<file path="config.mk">
export PLATFORM = sky130hd
export DESIGN_NAME = debug_word_fmt
export DESIGN_NICKNAME = d
export VERILOG_FILES = /design/src/rtl/debug_word_fmt.sv
export SDC_FILE = /design/constraint.sdc
export NUM_CORES = 1
export LEC_CHECK = 0
export BUFFER_PORTS_ARGS = -buffer_cell sky130_fd_sc_hd__buf_2
export CORE_ASPECT_RATIO = 0.6
export CORE_UTILIZATION = 52
export DETAILED_ROUTE_END_ITERATION = 8
export HOLD_SLACK_MARGIN = 0.12
export PLACE_DENSITY_LB_ADDON = 0.2
export SLEW_MARGIN = 40
export SYNTH_ARGS = -nofsm -noshare
export SYNTH_HDL_FRONTEND = slang
export SYNTH_SLANG_ARGS = --single-unit
export TNS_END_PERCENT = 1
</file>
<file path="constraint.sdc">
create_clock -name clk -period 2.25 [get_ports clk]
set_clock_uncertainty 0.1 [all_clocks]
set_input_delay 0.225 -clock clk [delete_from_list [all_inputs] [get_ports clk]]
set_output_delay 0.225 -clock clk [all_outputs]
set_load 0.02 [all_outputs]
</file>
<file path="src/rtl/debug_word_fmt.sv">
// debug_word_fmt
//   Turns one debug word (5-bit register tag plus 32-bit value) into the ASCII
//   text "rNN=HHHHHHHH" followed by a separator. The separator is a space, or
//   an end of line when in_last is set. The text is handed to uart_buffer one
//   character per strobe, and the block honours uart_buffer back-pressure.
//
// Parameters
//   PREFIX     first character of every word (default 'r')
//   UPPER_HEX  1: hex letters A-F, 0: a-f
//   EOL_CRLF   end of line when in_last: 1 -> CR LF, 0 -> LF only
//
// Ports
//   clk         in   system clock
//   rstn        in   asynchronous active-low reset
//   in_valid    in   word request
//   in_ready    out  idle; a word is accepted when in_valid & in_ready
//   in_tag      in   register index, printed as two decimal digits
//   in_data     in   value, printed as eight hex digits, MSB nibble first
//   in_last     in   terminate the line with end of line instead of a space
//   uart_busy   in   uart_buffer cannot take a character this cycle
//   char_valid  out  one-cycle strobe qualifying char
//   char        out  ASCII character
module debug_word_fmt #(
  parameter logic [7:0] PREFIX    = 8'h72,
  parameter bit         UPPER_HEX = 1'b1,
  parameter bit         EOL_CRLF  = 1'b1
) (
  input  logic        clk,
  input  logic        rstn,
  input  logic        in_valid,
  output logic        in_ready,
  input  logic [4:0]  in_tag,
  input  logic [31:0] in_data,
  input  logic        in_last,
  input  logic        uart_busy,
  output logic        char_valid,
  output logic [7:0]  char
);

  typedef enum logic {IDLE, EMIT} state_t;

  state_t      r_state;
  logic [3:0]  r_idx;
  logic [4:0]  r_tag;
  logic [31:0] r_data;
  logic        r_last;
  logic        r_cv;
  logic [7:0]  r_char;

  logic [1:0]  w_tens;
  logic [4:0]  w_tens_x10;
  logic [3:0]  w_ones;
  logic [3:0]  w_len;
  logic [3:0]  w_last_idx;
  logic [7:0]  w_seq;

  // Decimal tens digit of a 0..31 tag; a compare chain is cheaper than a divider.
  function automatic logic [1:0] tens_of(input logic [4:0] t);
    if (t >= 5'd30)      return 2'd3;
    else if (t >= 5'd20) return 2'd2;
    else if (t >= 5'd10) return 2'd1;
    else                 return 2'd0;
  endfunction

  function automatic logic [7:0] hex_ascii(input logic [3:0] n);
    if (n < 4'd10) return 8'h30 + {4'h0, n};
    else           return (UPPER_HEX ? 8'h41 : 8'h61) + {4'h0, n} - 8'd10;
  endfunction

  assign w_tens     = tens_of(r_tag);
  assign w_tens_x10 = {3'b000, w_tens} * 5'd10;
  assign w_ones     = 4'(r_tag - w_tens_x10);

  // CR LF adds one character to the final separator.
  assign w_len      = (r_last && EOL_CRLF) ? 4'd14 : 4'd13;
  assign w_last_idx = w_len - 4'd1;

  // Character selected by the current sequence position.
  always_comb begin
    w_seq = 8'h00;
    case (r_idx)
      4'd0:    w_seq = PREFIX;
      4'd1:    w_seq = 8'h30 + {6'b000000, w_tens};
      4'd2:    w_seq = 8'h30 + {4'h0, w_ones};
      4'd3:    w_seq = 8'h3D;
      4'd4:    w_seq = hex_ascii(r_data[31:28]);
      4'd5:    w_seq = hex_ascii(r_data[27:24]);
      4'd6:    w_seq = hex_ascii(r_data[23:20]);
      4'd7:    w_seq = hex_ascii(r_data[19:16]);
      4'd8:    w_seq = hex_ascii(r_data[15:12]);
      4'd9:    w_seq = hex_ascii(r_data[11:8]);
      4'd10:   w_seq = hex_ascii(r_data[7:4]);
      4'd11:   w_seq = hex_ascii(r_data[3:0]);
      4'd12:   w_seq = !r_last ? 8'h20 : (EOL_CRLF ? 8'h0D : 8'h0A);
      4'd13:   w_seq = 8'h0A;
      default: w_seq = 8'h00;
    endcase
  end

  assign in_ready   = (r_state == IDLE);
  assign char_valid = r_cv;
  assign char       = r_char;

  always_ff @(posedge clk or negedge rstn) begin
    if (!rstn) begin
      r_state <= IDLE;
      r_idx   <= 4'd0;
      r_tag   <= 5'd0;
      r_data  <= 32'd0;
      r_last  <= 1'b0;
      r_cv    <= 1'b0;
      r_char  <= 8'h00;
    end else begin
      case (r_state)
        IDLE: begin
          r_cv <= 1'b0;
          if (in_valid) begin
            r_tag   <= in_tag;
            r_data  <= in_data;
            r_last  <= in_last;
            r_idx   <= 4'd0;
            r_state <= EMIT;
          end
        end
        EMIT: begin
          // A strobe is always followed by a gap cycle, so uart_busy raised in
          // response to a character is seen before the next one goes out.
          if (!uart_busy && !r_cv) begin
            r_cv   <= 1'b1;
            r_char <= w_seq;
            r_idx  <= (r_idx == w_len) ? r_idx : r_idx + 4'd1;
            // Going idle on the final character lets the next word be
            // accepted while that character is still being strobed.
            if (r_idx == w_last_idx) r_state <= IDLE;
          end else begin
            r_cv <= 1'b0;
          end
        end
        default: r_state <= IDLE;
      endcase
    end
  end

endmodule
</file>
==> impl_results.md, run 1 <==
* Outcome: finished with violations
* Failing checks: setup timing
* Port Buffers at 50
* Total CTS buffers at 5
* Core Area at 5833 µm²
* Period utilisation layout at 100.7%
* Vias in the first global route at 3116
* Hold Path End: char[5]
* GPL Wtd Cong at 0.9203
* Avg WL per Cell at 17.83 µm
* Top FF cell, synth: dfrtp_1
* Area delta synth->final at 34.48%
* First-pass GRT wire length at 15.91 mm
* Cells after DPL at 500
* Post-synthesis mux area share at 7.551%
* Overflow after GRT at 0
* Crit path cell chain: nor2b_4 -> o21ba_4 -> a21oi_4 -> ha_4 -> inv_2 -> a2111oi_4 -> a211oi_2 -> a2111oi_2 -> a21oi_1
* ANT cells at 0
* Internal reg-to-reg setup slack at -0.02 ns
* HP Class: primary input to flip-flop
* Total of max-cap violations at 0
* CTS tree: done
* CP Max Fanout at 3
* Maximum clock frequency at 441.4 MHz
* Final worst-path setup slack at -0.01549 ns
* Final hold violation count at 0
* Synth unique cells at 55
* Seq. cell area at 1280 µm²
* Nets at 527
* Avg Inst Size Synth at 9.063 µm²
* Reg2reg path depth at 9
* Min cycle time layout at 2.265 ns
* Simple-Gate Fraction of Synth Area at 17.28%
* DR vias at 3206
* Combinational family with the most area after synthesis: compound AO/OA/AOI/OAI gates
* Worst path arrival time at 2.36 ns
* Hold depth at 3
* Post-synthesis compound-gate area fraction at 22.16%
* Number of DRC markers in iteration 0 at 257
* Cell count after synthesis at 362
* Layout cells sized above 1 at 28.72%
* Fillers at 423
* Drt drc at 0
* Post-synthesis cell area at 3281 µm²
* Slowest cell delay on critical path at 0.44 ns
* Tot GR Track Use at 31.51%
* RR Startpoint: r_tag[2]
* Final HPWL DP at 6.860 mm
* EDFF count, synth at 0
* DP Area at 3752 µm²
* Setup violations, final at 1
* Yosys reg bits at 51
* Fin cells at 550
* Fin area at 4412 µm²
* Tightest Pin Transition at 0.7403 ns
* # IOs at 52
* Drt first pass iters at 5
* Initial Util at 56.24%
* Initial antenna violation count at 0
* Endpoint class of the critical path: flip-flop
* Synth Area in Adders at 5.339%
* Die ar. at 6641 µm²
* Dpl ws at -0.2399 ns
* Worst r2r dst: char[1]
* Mapped Nets at 418
* Ys async rst share at 100.0%
* Clock sinks at 51
* Final setup TNS at -0.01549 ns
* Largest net degree at the start of global routing at 52
* Clk Tree Root Cell: clkbuf_8
* CP required at 2.34 ns
* CTS H-Tree Depth at 2
* Die H at 63.53 µm
* Core Util, Final at 75.63%
* Max VDD drop at 0.7038 mV
* HP Start: uart_busy
* # rows at 21
* Pwr dens at 1352 nW/µm²
* Vias per inst at 5.829
* Synth warnings at 0
* Rel. slew slack at 50.65%
* Clk pin slew, worst setup/hold paths at 0.09 ns
* Critical-path top delay cell: dfrtp_1
* Worst setup SP type: flip-flop
* Routed wire length at 9.804 mm
* CP Class: flip-flop to flip-flop
* Slew Viols, Final at 0
* Multi-input logic area at 1986 µm²
* CTS max path bufs at 2
* Worst skew pair latency at 0.31 ns
* P_leak at 0.001934 µW
* Chip width at 104.5 µm
* Detail Route Antenna Nets at 0
* Seq/Total Area, Yosys at 38.90%
* Xor and xnor fraction of the mapped netlist area at 3.204%
==> critical path, delay by kind of cell (launching register included) <==
kind,cells,cell delay (ns)
AO/OA/AOI/OAI,6,1.13
flip-flops,1,0.44
adder cells (fa/ha/maj),1,0.28
AND/OR/NAND/NOR,1,0.15
buffers and inverters,1,0.05
==> cell families after synthesis <==
logic type / after synthesis
compound gates: 117
xor+xnor: 12
fa+ha+maj: 14
buf+inv: 43
flops: 51
mux: 22
other cells: 1
simple gates: 102
==> cell usage after synthesis, types with 2 or more instances <==
master     instances  area share, %
dfrtp_1           51             39
nand2_1           35            4.0
o21ai_0           30            4.6
a21oi_1           29            4.4
inv_1             22            2.5
mux2_2            21            7.2
ha_1              14            5.3
nor2_1            14            1.6
clkbuf_1          13            1.5
nor2b_1           13            2.5
o21ai_1           13            2.0
xnor2_1            9            2.4
and3b_1            7            1.9
nand3b_1           7            1.6
o22ai_1            7            1.3
a211oi_1           5            1.1
a22oi_1            5            1.1
a32oi_1            5            1.3
o211ai_1           5            1.1
a2111oi_0          4            1.1
and4b_1            3           0.92
nand4_1            3           0.57
or3_1              3           0.57
xor2_1             3           0.80
a31oi_1            2           0.38
and3_1             2           0.38
buf_2              2           0.31
buf_4              2           0.46
inv_2              2           0.23
nand2b_1           2           0.38
nand3_1            2           0.31
nor3_1             2           0.31
nor3b_1            2           0.46
nor4b_1            2           0.53
==> stage by stage <==
stage,power [µW],hold slack (ns)
floorplan,3767,-0.1706
global placement,4709,0.2765
detailed placement,4802,0.2823
finish,5964,0.3438
global route,6367,0.3906
CTS,5524,0.3334
==> timing repair <==
item	CTS	global route
setup buffers	3	2
hold endpoints to repair	90	0
gates resized for setup	11	22
hold buffers	40	0
pin swaps	7	8
endpoints found under the setup margin	2	4
==> worst max path at each step <==
| stage | to | start | cells past startpoint |
|---|---|---|---|
| final | char[1] | r_tag[2] | 9 |
| after global routing | char[1] | r_tag[2] | 9 |
| after detailed placement | char[2] | r_tag[4] | 11 |
| after global placement | char[2] | r_tag[4] | 11 |
| after floorplan | char[1] | r_tag[2] | 9 |
| after CTS | char[5] | r_idx[0] | 7 |
==> routing by layer <==
layer	vias up	track usage (%)	part of all wire, %
li1	1534	-	-
met1	1505	44.23	47
met2	149	46.52	42
met3	18	10.46	9.6
met4	0	6.964	1.4
met5	-	3.968	0
==> power by group <==
part,switching [µW],internal [µW],total [µW]
combinational,1810,1660,3470
sequential,628,1350,1980
clock,300,208,508
==> state kept, by name, indices dropped and copies added (netlist names) <==
name / cells
r_data: 32
char: 7
r_tag: 5
r_idx: 4
char_valid: 1
r_last: 1
r_state: 1
==> area by class of cell <==
class	count	area share, %
multi-input combinational	268	45.01
sequential	51	29.01
tap	80	2.269
clock buffer	6	1.645
timing repair buffer	121	20.02
inverter	24	2.042
==> cell usage in the layout (no fill, tap or decap), types with 3 or more instances in the layout <==
master         synthesis  final
buf_2                  2     50
dfrtp_1               51     48
dlygate4sd3_1          0     40
nand2_1               35     35
buf_4                  2     31
o21ai_0               30     30
a21oi_1               29     28
mux2_2                21     21
inv_1                 22     20
nor2_1                14     13
o21ai_1               13     13
nor2b_1               13     10
xnor2_1                9      9
ha_1                  14      9
nand3b_1               7      7
o22ai_1                7      7
and3b_1                7      7
o211ai_1               5      5
a22oi_1                5      5
a32oi_1                5      5
ha_4                   0      5
clkbuf_8               0      5
inv_2                  2      4
a211oi_1               5      4
nor2b_4                0      3
nand4_1                3      3
xor2_1                 3      3
or3_1                  3      3
and4b_1                3      3
dfrtp_2                0      3
Power figures use the tool's default switching activity.
==> inputs of run 2 (changes only) <==
--- a/config.mk
+++ b/config.mk
@@ -7,10 +7,11 @@
 export LEC_CHECK = 0
 export BUFFER_PORTS_ARGS = -buffer_cell sky130_fd_sc_hd__buf_2
 export CORE_ASPECT_RATIO = 0.6
-export CORE_UTILIZATION = 52
+export CORE_UTILIZATION = 55
 export DETAILED_ROUTE_END_ITERATION = 8
 export HOLD_SLACK_MARGIN = 0.12
 export PLACE_DENSITY_LB_ADDON = 0.2
+export REMOVE_ABC_BUFFERS = 1
 export SLEW_MARGIN = 40
 export SYNTH_ARGS = -nofsm -noshare
 export SYNTH_HDL_FRONTEND = slang
==> constraint.sdc (replaced) <==
create_clock -name clk -period 2.39 [get_ports clk]
set_clock_uncertainty 0.1 [all_clocks]
set_input_delay 0.239 -clock clk [delete_from_list [all_inputs] [get_ports clk]]
set_output_delay 0.239 -clock clk [all_outputs]
set_load 0.02 [all_outputs]
==> run 2 against run 1 <==
  * The run now ends clean
  * Sequential share of layout area grew 1.5 points
  * Core utilization shrank 1.5 points
  * Critical endpoint unchanged
  * Highest routed layer unchanged
  * Largest cell class unchanged
  * Die area shrank 5.3%
==> impl_results.md, run 2 (synthesis results as in run 1) <==
* Outcome: finished, final reports clean
* RSZ-0062 raised after global routing: yes
* Drt first pass iters at 5 (unchanged)
* Clk Tree Root Cell: clkbuf_8
* Final HPWL DP at 6.488 mm (-5.4%)
* Dpl ws at -0.06763 ns (+0.1723 ns)
* Tot GR Track Use at 31.88% (+0.37 points)
* Clock sinks at 51 (unchanged)
* Total of max-cap violations at 0 (unchanged)
* GPL Wtd Cong at 0.9941 (+8.0%)
* CTS max path bufs at 2 (unchanged)
* Final setup TNS at 0 ns (+0.01549 ns)
* Maximum clock frequency at 421.0 MHz (-4.6%)
* # rows at 21 (unchanged)
* Period utilisation layout at 99.37% (-1.3 points)
* Slew Viols, Final at 0 (unchanged)
* CTS H-Tree Depth at 2 (unchanged)
* ANT cells at 0 (unchanged)
* Fin area at 4187 µm² (-5.1%)
* Worst path arrival time at 2.46 ns (+0.10 ns)
* P_leak at 0.001840 µW (-4.9%)
* Final hold violation count at 0 (unchanged)
* HP Class: primary input to async pin
* Worst skew pair latency at 0.32 ns (about the same)
* Detail Route Antenna Nets at 0 (unchanged)
* Clk pin slew, worst setup/hold paths at 0.09 ns (about the same)
* Rel. slew slack at 57.08% (+6.4 points)
* Number of DRC markers in iteration 0 at 258 (+0.39%)
* Fillers at 429 (+1.4%)
* Port Buffers at 50 (unchanged)
* Tightest Pin Transition at 0.6438 ns (-0.09652 ns)
* Endpoint class of the critical path: flip-flop
* Avg WL per Cell at 17.79 µm (-0.21%)
* Die ar. at 6288 µm² (-5.3%)
* Final worst-path setup slack at 0.01497 ns (+0.03046 ns)
* Chip width at 101.7 µm (-2.7%)
* Largest net degree at the start of global routing at 60 (+15%)
* Min cycle time layout at 2.375 ns (+0.1095 ns)
* Routed wire length at 9.463 mm (-3.5%)
* Commonest cells after routing, fill and taps aside: dfrtp_1 (51), buf_2 (50), dlygate4sd3_1 (40), nand2_1 (35), o21ai_0 (30)
* # IOs at 52 (unchanged)
* Overflow after GRT at 0 (unchanged)
* CP Max Fanout at 4 (+1)
* CTS tree: done
* Layout cells sized above 1 at 23.01% (-5.7 points)
* Total CTS buffers at 5 (unchanged)
* Nets at 509 (-3.4%)
* Max VDD drop at 0.7212 mV (+2.5%)
* Crit path cell chain: buf_4 -> nor2b_4 -> o21ba_1 -> a21oi_2 -> ha_1 -> inv_2 -> a2111oi_4 -> a211oi_1 -> a2111oi_0 -> a21oi_1
* Most common cell after layout, fill and taps aside: dfrtp_1
* Core Util, Final at 74.11% (-1.5 points)
* Vias in the first global route at 2890 (-7.3%)
* Largest Register: r_data
* Setup violations, final at 0 (-1)
* Vias per inst at 5.932 (+1.8%)
* Drt drc at 0 (unchanged)
* DP Area at 3650 µm² (-2.7%)
* Initial Util at 58.07% (+1.8 points)
* Die H at 61.83 µm (-2.7%)
* Slowest cell delay on critical path at 0.42 ns (-0.02 ns)
* DR vias at 3156 (-1.6%)
* Pwr dens at 1222 nW/µm² (-9.6%)
* First-pass GRT wire length at 14.70 mm (-7.6%)
* Core Area at 5649 µm² (-3.2%)
* Critical-path top delay cell: dfrtp_1
* Max reg flops at 32 (unchanged)
* Initial antenna violation count at 0 (unchanged)
* CP Class: flip-flop to flip-flop
* Worst setup SP type: flip-flop
* Area delta synth->final at 27.61%
* CP required at 2.47 ns (+0.13 ns)
==> run 2: changes by cell type in the layout (fill, tap and decap cells not counted), sizes merged <==
cell	previous run	this run
buf	81	63
==> run 2: worst paths after layout <==
kind,cells past startpoint,slack (ns),to,from
max reg2reg,10,0.01,char[1],r_tag[2]
max,10,0.01,char[1],r_tag[2]
min in group clk,3,0.39,char[5],uart_busy
max in group asynchronous,3,1.26,char[4],rstn
min reg2reg,2,0.40,char[5],char[5]
min,2,0.38,r_data[16],rstn
==> run 2: report_power, final <==
group	leakage (µW)	internal, µW	switching (µW)
logic	0.00119	1280	1540
clock network	0.0000371	196	287
registers	0.000616	1270	549
==> run 2: area by class of cell <==
type / instances / area, µm² / area share (%)
multi-input cells: 268 / 1874 / 44.77
flip-flops and latches: 51 / 1276 / 30.48
repair buffers: 103 / 773.2 / 18.47
well taps: 80 / 100.1 / 2.391
inverters: 24 / 90.09 / 2.152
clock buffers: 6 / 72.57 / 1.733
==> run 2: metal layers <==
layer,vias up,global-route usage [%],share of wire (%)
met5,-,0,0
met4,0,7.867,0.99
met3,14,8.166,8.4
met2,142,49.71,44
met1,1502,44.92,47
li1,1498,-,-
==> run 2: through the flow <==
stage	cells	hold WS, ns	power [µW]
after floorplan	343	-0.1566	3494
after global placement	483	0.1869	4264
after global routing	532	0.4423	5502
after CTS	529	0.4009	4918
after detailed placement	483	0.1990	4337
final	532	0.3753	5116
==> run 2: worst max-delay path: cells and delay by family, from the launching register on <==
kind / cells / cell delay (ns)
flip-flops: 1 / 0.42
buffers and inverters: 2 / 0.19
adder cells (fa/ha/maj): 1 / 0.29
AND/OR/NAND/NOR: 1 / 0.13
AO/OA/AOI/OAI: 6 / 1.11
==> run 2: repair_timing <==
| action | 4_1_cts | 5_1_grt |
|---|---|---|
| gates cloned | 0 | 0 |
| gates resized for setup | 4 | 7 |
| hold endpoints to repair | 65 | 0 |
| pin swaps | 2 | 6 |
| buffers inserted | 0 | 3 |
| hold buffers | 40 | 0 |
| endpoints found under the setup margin | 2 | 5 |
==> inputs of run 3 (changes only) <==
--- a/config.mk
+++ b/config.mk
@@ -5,6 +5,7 @@
 export SDC_FILE = /design/constraint.sdc
 export NUM_CORES = 1
 export LEC_CHECK = 0
+export ABC_AREA = 1
 export BUFFER_PORTS_ARGS = -buffer_cell sky130_fd_sc_hd__buf_2
 export CORE_ASPECT_RATIO = 0.6
 export CORE_UTILIZATION = 55
==> run 3 against run 2 <==
  * Critical path depth up 6
  * Highest routed layer unchanged
  * Non-clock buffer count is 9 lower
  * Via count grew 13%
  * Worst setup slack better by 0.35 ns
  * Hold slack got worse by 0.22 ns
  * Core utilization down 0.72 points
==> impl_results.md, run 3 <==
* Most frequent cell after synthesis: nand2_1
* RSZ-0062 raised after global routing: no
* Vias in the first global route at 3184 (+10%)
* Pwr dens at 1165 nW/µm² (-4.7%)
* GPL Wtd Cong at 0.9213 (-7.3%)
* Worst skew pair latency at 0.32 ns (about the same)
* Internal Power at 2435 µW (-11%)
* Sw Pwr at 2483 µW (+4.6%)
* First-pass GRT wire length at 14.81 mm (+0.80%)
* Dominant cell type by area after synthesis: dfrtp_1
* Yosys reg bits at 51 (unchanged)
* Final HPWL DP at 6.573 mm (+1.3%)
* Layout cells sized above 1 at 12.79% (-10 points)
* Synth warnings at 0 (unchanged)
* Worst setup SP type: flip-flop
* Top FF cell, synth: dfrtp_1
* Post-synthesis cell area at 3391 µm² (+3.4%)
* Sequential share of power at 32.7% (-2.9 points)
* Clock sinks at 51 (unchanged)
* Most common cell after layout, fill and taps aside: nand2_1
* # rows at 21 (unchanged)
* Routed wire length at 8.965 mm (-5.3%)
* Tot GR Track Use at 30.01% (-1.9 points)
* Largest Register: r_data
* Number of DRC markers in iteration 0 at 239 (-7.4%)
* Crit path top cell by count: nand2_1
* Cell count after synthesis at 519 (+43%)
* Clk Tree Root Cell: clkbuf_8
* EDFF count, synth at 0 (unchanged)
* DP Area at 3739 µm² (+2.4%)
* Nets at 665 (+31%)
* CP Max Fanout at 5 (+1)
* Synth area leaders: dfrtp_1 (38%), nand2_1 (17%), nor2_1 (8.6%), nand3_1 (7.8%), inv_1 (7.5%)
* Critical-path top delay cell: dfrtp_1
* Detail Route Antenna Nets at 0 (unchanged)
* Total CTS buffers at 5 (unchanged)
* Fin area at 4223 µm² (+0.87%)
* CTS H-Tree Depth at 2 (unchanged)
* Total of max-cap violations at 0 (unchanged)
* CP required at 2.51 ns (+0.04 ns)
* Synth unique cells at 28 (-49%)
* Initial antenna violation count at 0 (unchanged)
* Clk pin slew, worst setup/hold paths at 0.09 ns (about the same)
* CTS tree: done
* Postcts setup bufs at 0 (unchanged)
* Post-synth top cells: nand2_1 (150), nor2_1 (78), inv_1 (68), nand3_1 (53), dfrtp_1 (51)
* CP Class: flip-flop to flip-flop
* Endpoint class of the critical path: flip-flop
* Tightest Pin Transition at 0.6268 ns (-0.01697 ns)
* Max reg flops at 32 (unchanged)
* Port Buffers at 50 (unchanged)
* Hold slack at 0.1548 ns (-0.2204 ns)
* Final worst-path setup slack at 0.3630 ns (+0.3480 ns)
* Overflow after GRT at 0 (unchanged)
* ANT cells at 0 (unchanged)
* Final hold violation count at 0 (unchanged)
* Slew Viols, Final at 0 (unchanged)
* Outcome: finished, final reports clean
* Ys async rst share at 100.0% (unchanged)
* P_leak at 0.002349 µW (+28%)
* Maximum clock frequency at 493.3 MHz (+17%)
* Dpl ws at 0.3846 ns (+0.4522 ns)
* Clock power frac at 10.3% (+0.9 points)
* Drt first pass iters at 4 (-1)
* Area delta synth->final at 24.54%
* Die H at 62.82 µm (+1.6%)
* Largest net degree at the start of global routing at 45 (-25%)
* Rel. slew slack at 58.21% (+1.1 points)
* Design Power at 4918 µW (-3.9%)
* HP Class: primary input to flip-flop
* Worst path arrival time at 2.15 ns (-0.31 ns)
* Avg WL per Cell at 12.99 µm (-27%)
* Chip width at 103.4 µm (+1.6%)
* # IOs at 52 (unchanged)
* Slowest cell delay on critical path at 0.40 ns (-0.02 ns)
* Area share of the largest cell type after synthesis at 37.64% (-1.3 points)
* Setup violations, final at 0 (unchanged)
* Crit path cell chain: inv_1 -> nand2_1 -> nand2_1 -> nand2_1 -> nand2_1 -> ha_1 -> inv_1 -> ha_1 -> inv_1 -> nor2_1 -> nor2_1 -> nand3_1 -> nor2_1 -> nand2_1 -> nand2_1 -> nand2_1
* Seq/Total Area, Yosys at 37.64% (-1.3 points)
* Min cycle time layout at 2.027 ns (-0.3480 ns)
* Drt drc at 0 (unchanged)
* Logic pwr share at 57.0% (+2.0 points)
* Initial Util at 58.93% (+0.85 points)
* Vias per inst at 5.151 (-13%)
* Final setup TNS at 0 ns (unchanged)
* Net Sw Frac at 50.48% (+4.1 points)
* DR vias at 3554 (+13%)
* Die ar. at 6493 µm² (+3.3%)
* CTS max path bufs at 2 (unchanged)
* Max VDD drop at 0.6764 mV (-6.2%)
* Avg Inst Size Synth at 6.533 µm² (-28%)
* Period utilisation layout at 84.81% (-15 points)
* Commonest cells after routing, fill and taps aside: nand2_1 (149), nor2_1 (78), inv_1 (68), nand3_1 (53), dfrtp_1 (51)
* Core Area at 5754 µm² (+1.9%)
==> run 3: changes by cell type after synthesis, sizes merged, moves of 8 or more <==
| cell | previous run | this run |
|---|---|---|
| and3b | 8 | 0 |
| a21oi | 30 | 49 |
| inv | 24 | 74 |
| o21ai | 43 | 14 |
| nand2 | 35 | 152 |
| nor2b | 13 | 0 |
| xnor2 | 9 | 0 |
| nor2 | 14 | 85 |
| mux2 | 22 | 0 |
| nand3 | 2 | 53 |
==> run 3: area by class of cell <==
cell class | count | area (µm²)
timing repair buffer | 94 | 693.2
tap | 80 | 100.1
clock inverter | 3 | 15.01
sequential | 51 | 1276
multi-input combinational | 382 | 1788
fill | 463 | 1531
inverter | 75 | 281.5
clock buffer | 5 | 68.82
==> run 3: per-layer routing <==
| metal | up-vias | global-route usage [%] | wire (µm) |
|---|---|---|---|
| met3 | 13 | 5.369 | 599 |
| met1 | 1602 | 45.69 | 4523 |
| li1 | 1806 | - | - |
| met5 | - | 0 | 0 |
| met4 | 0 | 5.986 | 116 |
| met2 | 133 | 44.21 | 3725 |
==> run 3: critical path, delay by kind of cell, from the launching register on <==
kind	cells	cell delay [ns]
buffers and inverters	3	0.20
adders and majority gates	2	0.41
and+or+nand+nor	11	0.82
DFF	1	0.40
==> run 3: final timing paths <==
kind / from / slack, ns / cells past startpoint / to
max: r_tag[4] / 0.36 / 16 / char[2]
min: uart_busy / 0.15 / 3 / char_valid
max reg2reg: r_tag[4] / 0.36 / 16 / char[2]
min reg2reg: char[3] / 0.39 / 2 / char[3]
max in group asynchronous: rstn / 1.25 / 3 / r_data[0]
min in group asynchronous: rstn / 0.39 / 2 / r_data[17]
==> run 3: metrics by stage <==
step                utilization, %  std cells
global placement             64.97        642
detailed placement           64.97        642
finish                       73.39        690
CTS                          73.39        690
global route                 73.39        690
floorplan                        -        508
==> run 3: cell families after synthesis <==
logic type	after synthesis	share of synthesized area, %
buffers and inverters	86	9.705
flip-flops	51	37.64
other	1	0.1106
AO/OA/AOI/OAI	67	10.11
AND/OR/NAND/NOR	300	37.27
adder cells (fa/ha/maj)	14	5.166
==> run 3: power by group through the flow <==
stage | Sequential [µW] | Clock [µW] | Combinational [µW]
after floorplan | 1610 | 0 | 1940
after CTS | 1600 | 508 | 2750
final | 1610 | 505 | 2800
after global routing | 1660 | 551 | 3200
after global placement | 1610 | 0 | 2600
after detailed placement | 1610 | 0 | 2680
==> run 3: what timing repair did <==
action                    in CTS  in global routing
gates resized for setup        0                  0
hold buffers                  40                  0
hold endpoints to repair      64                  0
